### src/rtl/entrada_credencial_pkg.sv
// Shared types and constants for the serial credential front-end.
// States, credential width and grant-level encoding.
package entrada_credencial_pkg;

    typedef enum logic [2:0] {
        IDLE,
        ENTRY,
        CHECK,
        RESULT,
        LOCKOUT
    } estado_t;

    localparam int CRED_W = 6;

    localparam logic [1:0] NIVEL_NENHUM = 2'd0;
    localparam logic [1:0] NIVEL_1      = 2'd1;
    localparam logic [1:0] NIVEL_2      = 2'd2;
    localparam logic [1:0] NIVEL_3      = 2'd3;

    // Highest set AUT bit wins.
    function automatic logic [1:0] nivel_de(input logic [2:0] aut);
        logic [1:0] n;
        n = NIVEL_NENHUM;
        if (aut[2])
            n = NIVEL_3;
        else if (aut[1])
            n = NIVEL_2;
        else if (aut[0])
            n = NIVEL_1;
        return n;
    endfunction

    function automatic int max3(input int a, input int b, input int c);
        int m;
        m = (a > b) ? a : b;
        return (m > c) ? m : c;
    endfunction

endpackage

### src/rtl/contador_intervalo.sv
// Loadable down-counter with a zero flag.
// One instance times result hold, lockout and entry timeout.
module contador_intervalo #(
    parameter int W = 8
) (
    input  logic         clk,
    input  logic         rst,
    input  logic         load,
    input  logic [W-1:0] valor,
    output logic         done
);

    logic [W-1:0] cnt;

    always_ff @(posedge clk) begin
        if (rst)
            cnt <= '0;
        else if (load)
            cnt <= valor;
        else if (cnt != '0)
            cnt <= cnt - 1'b1;
    end

    assign done = (cnt == '0);

endmodule

### src/rtl/entrada_credencial_serial.sv
// Serial credential entry, comparator handshake, result hold and lockout.
// Optional entry inactivity timeout: define ENTRADA_TIMEOUT_EN.
module entrada_credencial_serial
    import entrada_credencial_pkg::*;
#(
    parameter int LOCK_TRIES     = 3,
    parameter int LOCK_CYCLES    = 1000,
    parameter int RESULT_CYCLES  = 50,
    parameter int TIMEOUT_CYCLES = 5000
) (
    input  logic              clk,
    input  logic              rst,
    input  logic              bit_in,
    input  logic              bit_valid,
    input  logic              confirm,
    input  logic              clear,
    input  logic [2:0]        aut_in,
    output logic [CRED_W-1:0] cred,
    output logic              cred_valid,
    output logic              granted,
    output logic              denied,
    output logic [1:0]        level,
    output logic              locked,
    output logic              busy
);

    localparam int CNT_MAX =
        max3(LOCK_CYCLES, RESULT_CYCLES, TIMEOUT_CYCLES);
    localparam int CNT_W = $clog2(CNT_MAX + 1);

    estado_t           state_q, state_d;
    logic [CRED_W-1:0] cred_d;
    logic [2:0]        count_q, count_d;
    logic [2:0]        fail_q, fail_d;
    logic [1:0]        level_d;
    logic              granted_d, denied_d;
    logic              tmr_load, tmr_done;
    logic [CNT_W-1:0]  tmr_valor;

    contador_intervalo #(.W(CNT_W)) u_tmr (
        .clk   (clk),
        .rst   (rst),
        .load  (tmr_load),
        .valor (tmr_valor),
        .done  (tmr_done)
    );

    always_comb begin
        state_d   = state_q;
        cred_d    = cred;
        count_d   = count_q;
        fail_d    = fail_q;
        level_d   = level;
        granted_d = granted;
        denied_d  = denied;
        tmr_load  = 1'b0;
        tmr_valor = '0;
        unique case (state_q)
            IDLE: begin
                if (bit_valid) begin
                    cred_d  = {{(CRED_W-1){1'b0}}, bit_in};
                    count_d = 3'd1;
                    state_d = ENTRY;
`ifdef ENTRADA_TIMEOUT_EN
                    tmr_load  = 1'b1;
                    tmr_valor = CNT_W'(TIMEOUT_CYCLES - 1);
`endif
                end
            end
            ENTRY: begin
                if (clear) begin
                    cred_d  = '0;
                    count_d = '0;
                    state_d = IDLE;
                end else if (confirm) begin
                    state_d = CHECK;
                end else if (bit_valid) begin
                    if (count_q < 3'(CRED_W)) begin
                        cred_d  = {cred[CRED_W-2:0], bit_in};
                        count_d = count_q + 3'd1;
                    end
`ifdef ENTRADA_TIMEOUT_EN
                    tmr_load  = 1'b1;
                    tmr_valor = CNT_W'(TIMEOUT_CYCLES - 1);
                end else if (tmr_done) begin
                    cred_d  = '0;
                    count_d = '0;
                    state_d = IDLE;
`endif
                end
            end
            CHECK: begin
                state_d   = RESULT;
                tmr_load  = 1'b1;
                tmr_valor = CNT_W'(RESULT_CYCLES - 1);
                // Short entries are denied no matter what the comparator says.
                if (count_q == 3'(CRED_W) && aut_in != 3'b000) begin
                    granted_d = 1'b1;
                    level_d   = nivel_de(aut_in);
                    fail_d    = '0;
                end else begin
                    denied_d = 1'b1;
                    level_d  = NIVEL_NENHUM;
                    fail_d   = fail_q + 3'd1;
                end
            end
            RESULT: begin
                if (tmr_done) begin
                    granted_d = 1'b0;
                    denied_d  = 1'b0;
                    level_d   = NIVEL_NENHUM;
                    cred_d    = '0;
                    count_d   = '0;
                    if (denied && fail_q == 3'(LOCK_TRIES)) begin
                        state_d   = LOCKOUT;
                        tmr_load  = 1'b1;
                        tmr_valor = CNT_W'(LOCK_CYCLES - 1);
                    end else begin
                        state_d = IDLE;
                    end
                end
            end
            LOCKOUT: begin
                if (tmr_done) begin
                    fail_d  = '0;
                    state_d = IDLE;
                end
            end
            default: state_d = IDLE;
        endcase
    end

    always_ff @(posedge clk) begin
        if (rst) begin
            state_q    <= IDLE;
            cred       <= '0;
            count_q    <= '0;
            fail_q     <= '0;
            level      <= NIVEL_NENHUM;
            granted    <= 1'b0;
            denied     <= 1'b0;
            cred_valid <= 1'b0;
            locked     <= 1'b0;
            busy       <= 1'b0;
        end else begin
            state_q    <= state_d;
            cred       <= cred_d;
            count_q    <= count_d;
            fail_q     <= fail_d;
            level      <= level_d;
            granted    <= granted_d;
            denied     <= denied_d;
            cred_valid <= (state_d == CHECK);
            locked     <= (state_d == LOCKOUT);
            busy       <= (state_d != IDLE);
        end
    end

endmodule

### config.mk
export PLATFORM = sky130hd
export DESIGN_NAME = entrada_credencial_serial
export DESIGN_NICKNAME = d
export VERILOG_FILES = /design/src/rtl/entrada_credencial_pkg.sv /design/src/rtl/contador_intervalo.sv /design/src/rtl/entrada_credencial_serial.sv
export SDC_FILE = /design/constraint.sdc
export NUM_CORES = 1
export LEC_CHECK = 0
export BUFFER_PORTS_ARGS = -buffer_cell sky130_fd_sc_hd__buf_2
export CORE_MARGIN = 4
export CORE_UTILIZATION = 54
export CTS_BUF_LIST = sky130_fd_sc_hd__clkbuf_2
export CTS_CLUSTER_DIAMETER = 50
export DETAILED_ROUTE_END_ITERATION = 12
export MAX_ROUTING_LAYER = met4
export PLACE_DENSITY = 0.78
export REMOVE_ABC_BUFFERS = 1
export SLEW_MARGIN = 10
export SYNTH_ARGS = -nofsm -noshare
export SYNTH_HDL_FRONTEND = slang
export SYNTH_SLANG_ARGS = --single-unit
### constraint.sdc
create_clock -name clk -period 2 [get_ports clk]
set_clock_uncertainty 0.15 [all_clocks]
set_input_delay 0.3 -clock clk [delete_from_list [all_inputs] [get_ports clk]]
set_output_delay 0.3 -clock clk [all_outputs]
set_load 0.02 [all_outputs]
==> metrics.md <==
| Metric | Value |
|---|---|
| Switching Share | `approximately two fifths` |
| DR WL/cell | `14.5 microns` |
| Average via count per standard cell | `5.70` |
| Total Power | `between 2 and 3 mW` |
| Pint | `between 1.5 and 2 mW` |
| Core Area | `around 3100 sq um` |
| Largest net degree at the start of global routing | `34` |
| DR DRC count | `0` |
| Die Y | `between 60 and 70 microns` |
| Cells after Synth | `between 200 and 250` |
| Final Hold Viols | `0` |
| Placed cell areas | `slightly above 2000 sq um` |
| Clock slew seen by the registers of the worst setup and hold paths | `170 ps` |
| IO Port Bufs | `21` |
| DP HPWL | `between 2000 and 3000 microns` |
| CP Class | `flop to flop` |
| CP required | `2130 ps` |
| Yosys warns | `0` |
| Die Wd | `around 65 microns` |
| First-pass GRT wire length | `about 7000 microns` |
| Commonest non-fill, non-tap cell in the layout | `dfxtp_1` |
| Power density over cell area | `1310 nW/um^2` |
| Routability-driven placement congestion ratio | `0.788` |
| Seq/Total Area, Yosys | `39.9%` |
| Pleak | `about 0.94 nW` |
| Root buffer cell | `clkbuf_2` |
| Initial antenna violation count | `0` |
| Drt first pass iters | `4` |
| Rel. slew slack | `just over 60%` |
| Critical path fanouts, max | `6` |
| CTS HTree Levels | `2` |
| Full die area | `4230 sq um` |
| # IOs | `22` |
| CP arrival | `~2200 ps` |
| Sequential Power Share | `a little under a third` |
| GRT Util Overall | `~21%` |
| RSZ-0062 raised after global routing | `yes` |
| Fin nets | `261` |
| Most used DFF post-synth | `dfxtp_1` |
| Most frequent cells in the layout | `32 x dfxtp_1, 22 x nor2_1, 21 x buf_2, 21 x buf_4, 19 x a21oi_1` |
| Mapped cell area | `1760 sq um` |
| Starting Density | `a little under three fifths` |
| Clock Tree Buf Depth | `2` |
| Post-synth EDFFs | `0` |
| Gr ovfl total | `0` |
| Status | `finished with violations` |
| Routed Antenna Nets | `0` |
| Iteration-0 DRC Markers | `64` |
| CP Capture Type | `flop` |
| Final setup vio count | `7` |
| Vias after detailed routing | `1664` |
| Inserted Clock Buffers | `5` |
| Critical Path Start Type | `flop` |
| Mapped Avg Cell Area | `slightly below 9 sq um` |
| Number of global-route vias before repair | `between 1500 and 2000` |
| # clock sinks | `35` |
| Net load switching power | `roughly 1.2 mW` |
| Comb power frac | `about 57%` |
| Flops & latches, synth | `35` |
| Fin area | `approximately 2200 sq um` |
| Antenna diode count | `0` |
| Setup TNS | `-115 ps` |
| Clk pwr share | `a little over a tenth` |
| Share of cells above drive strength 1 | `between 30% and 40%` |
| Slew @ Worst Pin | `588 ps` |
| CTS tree | `yes` |
| Final worst path period share | `102%` |
| Final Max Tran Viols | `0` |
| Async set-reset flop share out of synthesis | `0%` |
| Final setup margin | `-35.3 ps` |
| Max-cap violations | `0` |
| Area Overhead vs Synth | `25.7%` |
| Maximum VDD drop | `around 0.5 mV` |
| CTS Hold Bufs | `0` |
| Drt total wl | `approximately 4200 microns` |
| Hold crit path type | `input pin to flop` |
| FMAX | `about 0.49 GHz` |
| Worst-Skew Late Latency | `~400 ps` |
| Distinct cell type count after synthesis | `just over 50` |
| Fin crit period | `between 2000 and 2500 ps` |
| Row count | `20` |
| Failing checks | `setup timing` |
[through the flow]
step                      worst slack (ps)  instances  hold slack (ps)  util (%)
after global placement               -67.9        282              296      66.6
after CTS                            -38.0        292             40.7      69.0
after detailed placement              -159        282              301      66.6
final                                -35.3        292             57.2      71.8
after global routing                  -106        292             73.3      71.8
after floorplan                       -429        194              219         -
[timing repair]
action,4_1_cts,5_1_grt
cloned,0,0
setup endpoints to repair,18,29
gates resized for setup,4,19
pin swaps,2,11
setup buffers,2,1
[per-layer routing]
metal  track usage (%)  part of all wire (%)  vias to the layer above
met5                 -                     0                        -
met4              7.77                   1.8                        0
met3              5.89                   4.7                       10
met2              34.9                    48                       41
met1              25.3                    46                      786
li1                  -                     -                      827
[registers in the layout, indices dropped and copies added (netlist names)]
register	cells
u_tmr.cnt	13
state_q	3
cred_valid	1
locked	1
busy	1
denied	1
fail_q	3
cred	6
count_q	3
granted	1
level	2
[Yosys cell counts, types with 2 or more instances]
| cell | count | area (sq um) |
|---|---|---|
| a2111oi_0 | 2 | 17.5 |
| a21oi_1 | 19 | 95.1 |
| a311oi_1 | 3 | 26.3 |
| a31oi_1 | 4 | 25.0 |
| and2_1 | 2 | 12.5 |
| clkbuf_1 | 6 | 22.5 |
| dfxtp_1 | 35 | 701 |
| ha_1 | 5 | 62.6 |
| inv_1 | 11 | 41.3 |
| mux2i_1 | 2 | 20.0 |
| nand2_1 | 15 | 56.3 |
| nand2b_1 | 9 | 56.3 |
| nor2_1 | 22 | 82.6 |
| nor2b_1 | 3 | 18.8 |
| nor3_1 | 6 | 30.0 |
| nor3_2 | 2 | 20.0 |
| nor4_1 | 2 | 12.5 |
| nor4b_1 | 2 | 17.5 |
| o211a_1 | 2 | 20.0 |
| o211ai_1 | 3 | 22.5 |
| o21ai_0 | 6 | 30.0 |
| o21ai_1 | 2 | 10.0 |
| o22ai_1 | 3 | 18.8 |
| o32ai_1 | 3 | 26.3 |
| or3_4 | 2 | 22.5 |
| or4_4 | 2 | 22.5 |
| xnor2_1 | 2 | 17.5 |
| xor2_1 | 4 | 35.0 |
[power by group through the flow]
stage                     sequential [mW]  clock (mW)  combinational, mW
after floorplan                     0.949           0              0.853
after global routing                0.931       0.359               1.81
after detailed placement            0.911           0               1.39
final                               0.919       0.315               1.66
after global placement              0.910           0               1.37
after CTS                           0.900       0.326               1.49
[final cells by class]
class,instances,area [sq um]
Fill cell,262,868
Sequential cell,35,704
Tap cell,44,55.1
Inverter,11,41.3
Clock buffer,6,30.0
Timing Repair Buffer,46,308
Clock inverter,2,7.51
Multi-Input combinational cell,148,1060
[logic make-up (layout without fill, tap and decap cells)]
family	count (synthesis)	count (layout)	share of synthesized area, %
xor+xnor	6	6	2.99
fa+ha+maj	5	5	3.56
simple gates	78	78	26.3
compound gates	57	57	21.5
flops	35	35	39.9
buf+inv	19	65	4.70
mux	2	2	1.14
[worst max-delay path, stage by stage (launching register included)]
cell and delay [ps]:
dfxtp_2 360, or4_4 550, nor4_4 310, buf_6 170, o211a_4 170, mux2i_1 170, nor2_1 50
[path summary, 6_finish.rpt]
path                               from                     to  slack, ps  depth (start not counted)
max          u_tmr.cnt[11]$_SDFFE_PP0P_   cred[0]$_SDFFE_PP0P_        -40                          6
max reg2reg  u_tmr.cnt[11]$_SDFFE_PP0P_   cred[0]$_SDFFE_PP0P_        -40                          6
min reg2reg       level[0]$_SDFFE_PP0P_  level[0]$_SDFFE_PP0P_        310                          2
min                             confirm  cred_valid$_SDFF_PP0_         60                          3
Note: power is estimated with default switching activity, not from simulation.
